### src/rtl/date_set_ctrl.sv
// Set-mode controller for the BCD calendar chain: freezes the counters while a
// shadow date is edited field by field, then commits it with a one-cycle LOAD.
module date_set_ctrl #(
    parameter int REPEAT_DLY = 50,
    parameter int REPEAT_PER = 10,
    parameter int TIMEOUT    = 3000,
    parameter int BLINK_HALF = 25
) (
    input  logic       CLK,
    input  logic       RESET,
    input  logic       TICK,
    input  logic       BTN_MODE,
    input  logic       BTN_UP,
    input  logic [7:0] YEAR_cur,
    input  logic [7:0] MONTH_cur,
    input  logic [7:0] DAY_cur,
    output logic       ENABLE,
    output logic       LOAD,
    output logic [7:0] YEAR_set,
    output logic [7:0] MONTH_set,
    output logic [7:0] DAY_set,
    output logic       is_leap,
    output logic [1:0] SEL,
    output logic       BLINK
);
    typedef enum logic [2:0] {
        ST_RUN    = 3'd0,
        ST_SET_Y  = 3'd1,
        ST_SET_M  = 3'd2,
        ST_SET_D  = 3'd3,
        ST_COMMIT = 3'd4
    } state_t;

    localparam int RW = $clog2(REPEAT_DLY + REPEAT_PER + 1);
    localparam int TW = $clog2(TIMEOUT + 1);
    localparam int BW = $clog2(BLINK_HALF + 1);
    localparam logic [RW-1:0] DLY_LAST = RW'(REPEAT_DLY - 1);
    localparam logic [RW-1:0] PER_LAST = RW'(REPEAT_PER - 1);
    localparam logic [TW-1:0] TO_LAST  = TW'(TIMEOUT - 1);
    localparam logic [BW-1:0] BH_LAST  = BW'(BLINK_HALF - 1);

    function automatic logic [7:0] bcd_inc_f(input logic [7:0] v);
        logic [7:0] r;
        if (v[3:0] >= 4'd9) begin
            r[3:0] = 4'd0;
            r[7:4] = (v[7:4] >= 4'd9) ? 4'd0 : v[7:4] + 4'd1;
        end else begin
            r[7:4] = v[7:4];
            r[3:0] = v[3:0] + 4'd1;
        end
        return r;
    endfunction

    // Century 2000..2099: leap years are exactly the multiples of four.
    function automatic logic leap_f(input logic [7:0] y);
        logic r;
        if (!y[4]) begin
            r = (y[3:0] == 4'd0) || (y[3:0] == 4'd4) || (y[3:0] == 4'd8);
        end else begin
            r = (y[3:0] == 4'd2) || (y[3:0] == 4'd6);
        end
        return r;
    endfunction

    function automatic logic [7:0] max_day_f(input logic [7:0] m, input logic lp);
        logic [7:0] r;
        case (m)
            8'h02:                      r = lp ? 8'h29 : 8'h28;
            8'h04, 8'h06, 8'h09, 8'h11: r = 8'h30;
            default:                    r = 8'h31;
        endcase
        return r;
    endfunction

    state_t      r_state, w_state_nxt;
    logic        r_mode_s1, r_mode_s2, r_mode_d, r_up_s1, r_up_s2, r_up_d;
    logic [7:0]  r_year, r_month, r_day, w_year_nxt, w_month_nxt, w_day_nxt, w_day_max;
    logic        r_enable, r_load, r_leap, r_blink, r_rep_armed;
    logic [1:0]  r_sel, w_sel_nxt;
    logic [RW-1:0] r_rep_cnt;
    logic [TW-1:0] r_idle_cnt;
    logic [BW-1:0] r_blink_cnt;
    logic        w_mode_p, w_up_raw, w_up_p, w_in_set, w_nxt_set;
    logic        w_rep_fire, w_timeout, w_inc, w_chg;

    assign w_mode_p   = r_mode_s2 & ~r_mode_d;
    assign w_up_raw   = r_up_s2 & ~r_up_d;
    assign w_up_p     = w_up_raw & ~w_mode_p;
    assign w_in_set   = (r_state == ST_SET_Y) || (r_state == ST_SET_M) || (r_state == ST_SET_D);
    assign w_nxt_set  = (w_state_nxt == ST_SET_Y) || (w_state_nxt == ST_SET_M) ||
                        (w_state_nxt == ST_SET_D);
    assign w_chg      = (w_state_nxt != r_state);
    assign w_day_max  = max_day_f(r_month, leap_f(r_year));
    assign w_rep_fire = w_in_set & r_up_s2 & TICK &
                        (r_rep_armed ? (r_rep_cnt == PER_LAST) : (r_rep_cnt == DLY_LAST));
    // A button edge in the same cycle restarts the idle window instead of expiring it.
    assign w_timeout  = w_in_set & TICK & ~w_mode_p & ~w_up_raw & (r_idle_cnt == TO_LAST);

    // Button synchronisers and edge-detect history.
    always_ff @(posedge CLK) begin
        if (!RESET) begin
            {r_mode_s1, r_mode_s2, r_mode_d} <= 3'b000;
            {r_up_s1, r_up_s2, r_up_d}       <= 3'b000;
        end else begin
            r_mode_s1 <= BTN_MODE;
            r_mode_s2 <= r_mode_s1;
            r_mode_d  <= r_mode_s2;
            r_up_s1   <= BTN_UP;
            r_up_s2   <= r_up_s1;
            r_up_d    <= r_up_s2;
        end
    end

    // Next state and next shadow values; MODE beats timeout beats increment.
    always_comb begin
        w_state_nxt = r_state;
        w_year_nxt  = r_year;
        w_month_nxt = r_month;
        w_day_nxt   = r_day;
        w_inc       = 1'b0;
        case (r_state)
            ST_RUN: begin
                if (w_mode_p) begin
                    w_state_nxt = ST_SET_Y;
                    w_year_nxt  = YEAR_cur;
                    w_month_nxt = MONTH_cur;
                    w_day_nxt   = DAY_cur;
                end else begin
                    w_state_nxt = ST_RUN;
                end
            end
            ST_SET_Y: begin
                if (w_mode_p) begin
                    w_state_nxt = ST_SET_M;
                end else if (w_timeout) begin
                    w_state_nxt = ST_RUN;
                end else if (w_up_p || w_rep_fire) begin
                    w_inc      = 1'b1;
                    w_year_nxt = bcd_inc_f(r_year);
                end else begin
                    w_state_nxt = ST_SET_Y;
                end
            end
            ST_SET_M: begin
                if (w_mode_p) begin
                    w_state_nxt = ST_SET_D;
                    w_day_nxt   = (r_day > w_day_max) ? w_day_max : r_day;
                end else if (w_timeout) begin
                    w_state_nxt = ST_RUN;
                end else if (w_up_p || w_rep_fire) begin
                    w_inc       = 1'b1;
                    w_month_nxt = (r_month >= 8'h12) ? 8'h01 : bcd_inc_f(r_month);
                end else begin
                    w_state_nxt = ST_SET_M;
                end
            end
            ST_SET_D: begin
                if (w_mode_p) begin
                    w_state_nxt = ST_COMMIT;
                end else if (w_timeout) begin
                    w_state_nxt = ST_RUN;
                end else if (w_up_p || w_rep_fire) begin
                    w_inc     = 1'b1;
                    w_day_nxt = (r_day >= w_day_max) ? 8'h01 : bcd_inc_f(r_day);
                end else begin
                    w_state_nxt = ST_SET_D;
                end
            end
            ST_COMMIT: w_state_nxt = ST_RUN;
            default:   w_state_nxt = ST_RUN;
        endcase
        case (w_state_nxt)
            ST_SET_Y: w_sel_nxt = 2'd1;
            ST_SET_M: w_sel_nxt = 2'd2;
            ST_SET_D: w_sel_nxt = 2'd3;
            default:  w_sel_nxt = 2'd0;
        endcase
    end

    // State, shadow registers and registered outputs.
    always_ff @(posedge CLK) begin
        if (!RESET) begin
            r_state  <= ST_RUN;
            r_year   <= 8'h00;
            r_month  <= 8'h01;
            r_day    <= 8'h01;
            r_enable <= 1'b0;
            r_load   <= 1'b0;
            r_sel    <= 2'd0;
            r_leap   <= 1'b0;
        end else begin
            r_state  <= w_state_nxt;
            r_year   <= w_year_nxt;
            r_month  <= w_month_nxt;
            r_day    <= w_day_nxt;
            r_enable <= (w_state_nxt == ST_RUN);
            r_load   <= (w_state_nxt == ST_COMMIT);
            r_sel    <= w_sel_nxt;
            r_leap   <= leap_f((w_state_nxt == ST_RUN) ? YEAR_cur : w_year_nxt);
        end
    end

    // Auto-repeat, idle and blink tick counters.
    always_ff @(posedge CLK) begin
        if (!RESET) begin
            r_rep_cnt   <= '0;
            r_rep_armed <= 1'b0;
            r_idle_cnt  <= '0;
            r_blink_cnt <= '0;
            r_blink     <= 1'b0;
        end else begin
            if (w_chg || !w_in_set || !r_up_s2) begin
                r_rep_cnt   <= '0;
                r_rep_armed <= 1'b0;
            end else if (w_rep_fire) begin
                r_rep_cnt   <= '0;
                r_rep_armed <= 1'b1;
            end else if (TICK) begin
                r_rep_cnt <= r_rep_cnt + RW'(1);
            end
            if (w_chg || !w_in_set || w_mode_p || w_up_raw) begin
                r_idle_cnt <= '0;
            end else if (TICK) begin
                r_idle_cnt <= r_idle_cnt + TW'(1);
            end
            if (w_chg || w_inc || !w_nxt_set) begin
                r_blink_cnt <= '0;
                r_blink     <= 1'b0;
            end else if (TICK) begin
                if (r_blink_cnt == BH_LAST) begin
                    r_blink_cnt <= '0;
                    r_blink     <= ~r_blink;
                end else begin
                    r_blink_cnt <= r_blink_cnt + BW'(1);
                end
            end
        end
    end

    assign ENABLE    = r_enable;
    assign LOAD      = r_load;
    assign YEAR_set  = r_year;
    assign MONTH_set = r_month;
    assign DAY_set   = r_day;
    assign is_leap   = r_leap;
    assign SEL       = r_sel;
    assign BLINK     = r_blink;
endmodule

### config.mk
export PLATFORM = sky130hd
export DESIGN_NAME = date_set_ctrl
export DESIGN_NICKNAME = d
export VERILOG_FILES = /design/src/rtl/date_set_ctrl.sv
export SDC_FILE = /design/constraint.sdc
export NUM_CORES = 1
export LEC_CHECK = 0
export CORE_MARGIN = 4
export CORE_UTILIZATION = 58
export CTS_CLUSTER_DIAMETER = 200
export DETAILED_ROUTE_END_ITERATION = 6
export GPL_TIMING_DRIVEN = 1
export PLACE_DENSITY = 0.95
export SETUP_SLACK_MARGIN = 0.05
export SLEW_MARGIN = 20
export SYNTH_ARGS = -nofsm -noshare
export SYNTH_HDL_FRONTEND = slang
export SYNTH_SLANG_ARGS = --single-unit
### constraint.sdc
create_clock -name CLK -period 8.4 [get_ports CLK]
set_clock_uncertainty 0.15 [all_clocks]
set_input_delay 1.68 -clock CLK [delete_from_list [all_inputs] [get_ports CLK]]
set_output_delay 1.68 -clock CLK [all_outputs]
set_load 0.01 [all_outputs]
==> results.json, run 1 <==
{
  "status": "finished, final reports clean",
  "worst-setup-path-type": "primary input to register",
  "clockRootBuffer": "clkbuf_8",
  "gp_congestion": 0.887,
  "synth_top_area_cell": "dfxtp_1",
  "min_delay_path_depth": 1,
  "clkLatencyLatePin_ns": 0.34,
  "placed_area_sq_um": 4350,
  "cts_resized": 0,
  "drtPass1Iterations": 4,
  "netlist_area_sq_um": 3770,
  "r2r-end": "DAY_set[2]",
  "top_layer_used": "met4",
  "cts_num_sinks": 63,
  "cts_hold_buf": 0,
  "min_path_type": "register to register",
  "ys_ff_latch": 63,
  "die-area_sq_um": 7860,
  "min_from": "r_up_s1",
  "leakage_nw": 1.67,
  "antenna_left": 0,
  "setup-tns-final_ns": 0,
  "synthFlopType": "dfxtp_1",
  "grt_remaining_overflow": 0,
  "track_usage": 0.244,
  "vias_per_cell": 6.06,
  "grt_pass1_wl_um": 15100,
  "cp.required_ns": 8.44,
  "wl_met3_um": 541,
  "synth_common_cells": "dfxtp_1, nor2_1, nand2_1",
  "numCtsBuffers": 9,
  "peakVddDrop_v": 0.0000997,
  "arrival_ns": 4.15,
  "async_flop_share": 0,
  "regToRegSetupSlack_ns": 4.49,
  "start_kind": "primary input",
  "fin_area_sq_um": 4510,
  "rows": 29,
  "cp_max_fo": 19,
  "die-width_um": 88.7,
  "post_cts_buffers": 0,
  "grt_max_degree": 21,
  "antennaDiodeCount": 0,
  "synth_area_per_cell_sq_um": 8.64,
  "io_buffer_count": 58,
  "finalMaxSlewViolations": 0,
  "critPathCaptureType": "register",
  "fmax_mhz": 243,
  "coreArea_sq_um": 6350,
  "post-route-util": 0.710,
  "clkTransAtPathRegs_ns": 0.06,
  "wl_met2_um": 4720,
  "yosysWarnings": 0,
  "m1WireLength_um": 3850,
  "fin_crit_sh": 0.489,
  "finalWorstSetupSlack_ns": 4.29,
  "fin_crit_ns": 4.11,
  "final_nets": 547,
  "synthCells": 437,
  "wire_per_inst_um": 16.3,
  "rsz0062_at_grt": "false",
  "synth_cell_types": 79,
  "power_density_nw_per_um2": 138,
  "synth_edf_count": 0,
  "slew_headroom": 0.445,
  "dpl_worst_slack_ns": 3.98,
  "clk_path_buf_depth": 2,
  "hold_viol_final": 0,
  "routed_wl_um": 9220,
  "synth.most_common_cell": "dfxtp_1",
  "rr_startpoint": "MONTH_set[4]",
  "antenna_found_initial": 0,
  "cts_tree": "yes",
  "worst_pin_slew_ns": 0.821,
  "pin_count": 59,
  "initial_core_util": 0.594,
  "final_layout_size_suffix_gt1_frac": 0.0735,
  "setup_violations": 0,
  "min_to": "r_up_s2",
  "max_cap_violations": 0,
  "reg2regPathDepth": 13,
  "first_global_vias": 3281,
  "vias": 3435,
  "finalHoldWorstSlack_ns": 0.286,
  "synth_top_area_frac": 0.334,
  "drcViolationCount": 0,
  "syn_to_final_growth_pct": 19.4,
  "drt_iter0_markers": 217,
  "post-dp-hpwl_um": 6790,
  "cts_max_level": 3,
  "dieHeight_um": 88.7,
  "synthesis.nets": 496,
  "synth_area_leaders": "dfxtp_1, ha_1, nor2_1",
  "synth-seq-area-share": 0.334
}
==> worst max-delay path, stage by stage <==
cell and delay (ns):
clkdlybuf4s50_1 0.93, o2111a_2 0.40, o21a_2 0.20, nand2_2 0.12, o22a_2 0.38, o311ai_1 0.33, o31ai_1 0.11
==> final cells by class <==
type / instances / area (sq um)
Clock inverter: 2 / 10.0
Clock buffer: 11 / 141
Sequential cell: 63 / 1260
Tap cell: 77 / 96.3
Timing Repair Buffer: 58 / 581
Multi-Input combinational cell: 328 / 2310
Fill cell: 483 / 1840
Inverter: 28 / 105
==> cell families after synthesis <==
logic type                 count (synthesis)  share of synthesized area
and+or+nand+nor                          172                      0.242
AOI/OAI and AO/OA                         99                      0.207
muxes                                      4                     0.0109
DFF                                       63                      0.334
xor gates and xnor gates                  23                     0.0534
adders and majority gates                 30                     0.0995
buffers and inverters                     46                     0.0534
==> layout by cell type, fill, tap and decap left out, types with 4 or more instances in the layout <==
cell	instances
dfxtp_1	63
clkdlybuf4s50_1	58
nor2_1	57
nand2_1	32
ha_1	30
inv_1	28
xor2_1	17
a21oi_1	16
nand4_1	13
nand3_1	12
nor3_1	10
clkbuf_8	10
nand2b_1	9
a22oi_1	8
and2_1	7
o31ai_1	6
o21ai_0	6
xnor2_1	6
a211oi_1	5
a31oi_1	4
a21o_1	4
o21ai_1	4
==> registers in the layout, indices dropped and copies added, names as in the netlist, 2 cells and up <==
signal and cells:
r_idle_cnt 12, DAY_set 8, MONTH_set 8, YEAR_set 8
r_rep_cnt 6, r_blink_cnt 5, r_state 3, SEL 2
==> how the worst max path moves through the flow <==
| stage | start | depth (start not counted) | slack (ns) | to |
|---|---|---|---|---|
| CTS | TICK | 7 | 4.31 | DAY_set[6] |
| finish | TICK | 7 | 4.29 | DAY_set[6] |
| floorplan | TICK | 8 | 5.01 | DAY_set[4] |
| global route | TICK | 7 | 4.12 | DAY_set[6] |
| global placement | TICK | 7 | 4.10 | DAY_set[6] |
| detailed placement | TICK | 7 | 3.98 | DAY_set[6] |
==> per-layer routing <==
metal | up-vias | track usage
met5 | - | 0
met4 | 0 | 0.0948
met3 | 14 | 0.0428
met2 | 120 | 0.425
met1 | 1637 | 0.298
li1 | 1664 | -
==> metrics by stage <==
step,std cells,power [mW]
finish,567,0.624
global route,567,0.651
floorplan,437,0.372
detailed placement,554,0.410
global placement,554,0.405
CTS,567,0.625
==> power by group <==
part | internal (mW) | switching (mW)
logic | 0.0436 | 0.0434
clock network | 0.109 | 0.110
registers | 0.307 | 0.0107
Power figures use the tool's default switching activity.
==> run 2: changes to the inputs <==
- CORE_UTILIZATION: 58 -> 54
- PLACE_DENSITY: 0.95 -> 0.92
- clock period: 8.4 -> 3.9 ns (I/O delays scaled with it)
==> run 2 against run 1 <==
  * First-iteration DRC count grew 29%
  * Hold slack gained 0.0070 ns
  * Final area grew 3.6%
  * Non-clock buffer count grew 7
  * Combinational power grew 120%
  * Final cell count grew 5.1%
  * Die area grew 6.7%
  * Critical endpoint is now DAY_set[5]
  * Largest power group unchanged
==> results.json, run 2 (synthesis gave the netlist of run 1 again) <==
{
  "routed_wl_um": 9580,
  "largest_reg_flops": 12,
  "cp_max_fo": 8,
  "rows": 30,
  "grt_max_degree": 21,
  "power_mw": 1.54,
  "clkLatencyLatePin_ns": 0.35,
  "post-route-util": 0.687,
  "min_delay_path_depth": 1,
  "gp_congestion": 0.976,
  "clockRootBuffer": "clkbuf_8",
  "clk_path_buf_depth": 2,
  "leakage_nw": 1.73,
  "start_kind": "register",
  "placed_area_sq_um": 4400,
  "startpoint": "MONTH_set[4]",
  "reg2regPathDepth": 14,
  "cts_tree": "yes",
  "wl_met2_um": 4670,
  "antenna_left": 0,
  "rsz0062_at_grt": "false",
  "worst-setup-path-type": "register to register",
  "top_layer_used": "met4",
  "wl_met3_um": 633,
  "place_inst": 576,
  "intPower_mw": 1.14,
  "power_density_nw_per_um2": 329,
  "grt_remaining_overflow": 0,
  "numCtsBuffers": 9,
  "final_cell_mix": "dfxtp_1, clkdlybuf4s50_1, nor2_1, nand2_1, ha_1",
  "vias_per_cell": 5.92,
  "coreArea_sq_um": 6790,
  "min_path_type": "register to register",
  "initial_core_util": 0.555,
  "fin_area_sq_um": 4670,
  "cts_max_level": 3,
  "p_clk_frac": 0.429,
  "combPwrFrac": 0.127,
  "wire_per_inst_um": 16.1,
  "drtPass1Iterations": 5,
  "vias": 3529,
  "first_global_vias": 3347,
  "grt_pass1_wl_um": 15900,
  "final_layout_size_suffix_gt1_frac": 0.0960,
  "antennaDiodeCount": 0,
  "drt_iter0_markers": 280,
  "p_sw_frac": 0.260,
  "antenna_found_initial": 0,
  "slew_headroom": 0.524,
  "worst_pin_slew_ns": 0.714,
  "status": "finished, final reports clean",
  "finalHoldWorstSlack_ns": 0.293,
  "die-width_um": 91.6,
  "setup-tns-final_ns": 0,
  "regMostFlops": "r_idle_cnt",
  "final-instance-count-excl-fill": 596,
  "dieHeight_um": 91.6,
  "finalMaxSlewViolations": 0,
  "power.share.sequential": 0.444,
  "max_cap_violations": 0,
  "clkTransAtPathRegs_ns": 0.08,
  "die-area_sq_um": 8390,
  "io_buffer_count": 58,
  "fmax_mhz": 275,
  "layout_commonest_cell": "dfxtp_1",
  "p_switching_mw": 0.399,
  "fin_crit_ns": 3.64,
  "critPathCaptureType": "register",
  "hold_viol_final": 0,
  "fin_crit_sh": 0.934,
  "min_from": "r_up_s1",
  "final_nets": 554,
  "peakVddDrop_v": 0.000285,
  "m1WireLength_um": 4040,
  "syn_to_final_growth_pct": 23.7,
  "post-dp-hpwl_um": 6700,
  "dpl_worst_slack_ns": 0.376,
  "rr_startpoint": "MONTH_set[4]",
  "arrival_ns": 3.74,
  "drcViolationCount": 0,
  "finalWorstSetupSlack_ns": 0.258,
  "pin_count": 59,
  "cts_num_sinks": 63,
  "cp.required_ns": 4.00,
  "track_usage": 0.232,
  "setup_violations": 0
}
-- run 2: timing repair --
item                       CTS  global route
gates resized for setup      0             1
buffers inserted             0             4
hold buffers                 0             0
setup endpoints to repair    0             2
-- run 2: metal layers --
metal | vias up | GRT usage
met5 | - | 0
met3 | 28 | 0.0555
met1 | 1664 | 0.288
li1 | 1686 | -
met4 | 0 | 0.111
met2 | 151 | 0.374
-- run 2: critical path: stages, from the launching register on --
cell	delay, ns
dfxtp_1	0.41
inv_1	0.11
ha_1	0.25
mux2_2	0.27
a31o_2	0.25
a31oi_1	0.26
ha_1	0.23
or3b_1	0.38
a21o_1	0.22
a21oi_2	0.19
o211ai_2	0.16
nor2_1	0.25
buf_4	0.22
o21ai_1	0.07
o311a_1	0.12
-- run 2: cell type report --
type,count,area (sq um)
repair buffers,65,633
clock inverters,6,92.6
flip-flops and latches,63,1260
inverters,28,105
multi-input cells,328,2320
well taps,96,120
fillers,514,2130
clock buffers,10,138
-- run 2: path summary, 6_finish.rpt --
check               end  slack [ns]
max          DAY_set[5]        0.26
min             r_up_s2        0.29
max reg2reg  DAY_set[5]        0.26
min reg2reg     r_up_s2        0.29
-- run 2: power by group through the flow --
stage,registers [mW],clock network (mW),logic (mW)
floorplan,0.695,0,0.107
global placement,0.696,0,0.182
detailed placement,0.697,0,0.188
CTS,0.682,0.670,0.191
global route,0.685,0.696,0.211
finish,0.683,0.659,0.195
==> run 3: changes to the inputs <==
- CORE_ASPECT_RATIO: default -> 0.5
- CORE_UTILIZATION: 54 -> 56
- CTS_BUF_LIST: default -> sky130_fd_sc_hd__clkbuf_8
- PLACE_DENSITY: 0.92 -> 0.95
- RECOVER_POWER: default -> 100
==> run 3 against run 2 <==
  * Global-route usage increased by 0.36 points
  * Sequential power about the same
  * Die area decreased by 2.3%
  * Largest power group unchanged
  * Register-to-register slack improved by 0.13 ns
==> results.json, run 3 (synthesis gave the netlist of run 1 again) <==
{
  "power_density_nw_per_um2": 315,
  "first_global_vias": 3161,
  "path_buf_inv": 1,
  "min_path_type": "register to register",
  "regMostFlops": "r_idle_cnt",
  "place_inst": 568,
  "leakage_nw": 1.78,
  "antenna_left": 0,
  "rows": 20,
  "antenna_found_initial": 0,
  "io_buffer_count": 58,
  "clkLatencyLatePin_ns": 0.35,
  "cp.required_ns": 4.01,
  "die-width_um": 124,
  "setup_violations": 0,
  "drcViolationCount": 0,
  "cts_tree": "yes",
  "grt_max_degree": 21,
  "wire_per_inst_um": 15.5,
  "cp_slowest_cell": "dfxtp_1",
  "gp_congestion": 0.897,
  "die-area_sq_um": 8200,
  "track_usage": 0.235,
  "slew_headroom": 0.474,
  "cts_num_sinks": 63,
  "grt_remaining_overflow": 0,
  "cts_resized": 0,
  "cp_slowest_stage_delay_ns": 0.40,
  "numCtsBuffers": 9,
  "drt_iter0_markers": 283,
  "final_nets": 550,
  "largest_reg_flops": 12,
  "finalMaxSlewViolations": 0,
  "final_cell_mix": "dfxtp_1, nor2_1, nand2_1, dlygate4sd3_1, ha_1",
  "path_delay_family": "compound AO/OA/AOI/OAI gates",
  "worst_pin_slew_ns": 0.789,
  "routed_wl_um": 9040,
  "clk_path_buf_depth": 2,
  "cts_hold_buf": 0,
  "layout_commonest_cell": "dfxtp_1",
  "rsz0062_at_grt": "false",
  "critPathCaptureType": "register",
  "pin_count": 59,
  "post-dp-hpwl_um": 6510,
  "rr_startpoint": "MONTH_set[4]",
  "finalHoldWorstSlack_ns": 0.288,
  "syn_to_final_growth_pct": 20.4,
  "arrival_ns": 3.62,
  "vias": 3447,
  "fmax_mhz": 284,
  "initial_core_util": 0.598,
  "clockRootBuffer": "clkbuf_8",
  "hold_viol_final": 0,
  "register_area_sq_um": 1260,
  "grt_pass1_wl_um": 15000,
  "post_cts_buffers": 0,
  "final-instance-count-excl-fill": 583,
  "min_from": "r_up_s1",
  "vias_per_cell": 5.91,
  "antennaDiodeCount": 0,
  "max_cap_violations": 0,
  "fill_cells": 488,
  "fin_crit_sh": 0.901,
  "cp_cell_sequence": "inv_1, ha_1, mux2_2, a31o_2, a31oi_1, ha_1, or3b_1, a21o_1, a21o_1, a31oi_1, o22a_2, a221oi_1, a211oi_1",
  "final_layout_size_suffix_gt1_frac": 0.0667,
  "fin_crit_ns": 3.52,
  "cts_max_level": 3,
  "startpoint": "MONTH_set[4]",
  "cp_max_fo": 14,
  "peakVddDrop_v": 0.000212,
  "setup-tns-final_ns": 0,
  "status": "finished, final reports clean",
  "drtPass1Iterations": 5,
  "dieHeight_um": 66.0,
  "coreArea_sq_um": 6310,
  "worst-setup-path-type": "register to register",
  "clkTransAtPathRegs_ns": 0.07,
  "start_kind": "register",
  "multiInputGateArea_sq_um": 2270
}
-- run 3: changes by cell type in the layout (fill, tap and decap cells not counted), moves of 2 or more --
| cell | change |
|---|---|
| and2_0 | +4 |
| and2_1 | -4 |
| buf_4 | -5 |
| clkdlybuf4s50_1 | -31 |
| dlygate4sd3_1 | +31 |
| nor4_1 | +2 |
| o21ai_0 | +2 |
| o21ai_1 | -2 |
-- run 3: per-layer routing --
layer	wire, um	track usage	part of all wire	vias up
met2	4340	0.399	0.48	106
met4	159	0.0832	0.018	0
li1	-	-	-	1674
met3	560	0.0701	0.062	17
met5	0	0	0	-
met1	3980	0.285	0.44	1650
-- run 3: per-stage QoR --
step / instance area [sq um] / worst slack (ns) / utilization / power [mW]
2_1_floorplan: 3770 / 0.720 / - / 0.802
3_3_place_gp: 4390 / 0.558 / 0.696 / 0.877
3_5_place_dp: 4390 / 0.419 / 0.696 / 0.883
4_1_cts: 4590 / 0.405 / 0.728 / 1.45
5_1_grt: 4540 / 0.0572 / 0.721 / 1.49
6_report: 4540 / 0.385 / 0.721 / 1.43
-- run 3: layout make-up --
class	count	share of cell area
clock buffers	11	0.0333
well taps	88	0.0242
inverters	28	0.0231
flip-flops and latches	63	0.278
clock inverters	4	0.0102
multi-input cells	328	0.500
repair buffers	61	0.132
-- run 3: worst register-to-register path, stage by stage, from the launching register on --
cell,delay (ns)
dfxtp_1,0.40
inv_1,0.10
ha_1,0.24
mux2_2,0.28
a31o_2,0.26
a31oi_1,0.21
ha_1,0.18
or3b_1,0.33
a21o_1,0.21
a21o_1,0.18
a31oi_1,0.24
o22a_2,0.33
a221oi_1,0.08
a211oi_1,0.22
-- run 3: final timing paths --
path	end	slack [ns]	cells after the start
setup / recovery	DAY_set[1]	0.38	13
hold reg to reg	r_up_s2	0.29	1
setup reg to reg	DAY_set[1]	0.38	13
hold / removal	r_up_s2	0.29	1
-- run 3: power by group --
group          switching (mW)  internal, mW
logic                  0.0932        0.0884
clock network           0.244         0.323
registers              0.0223         0.660
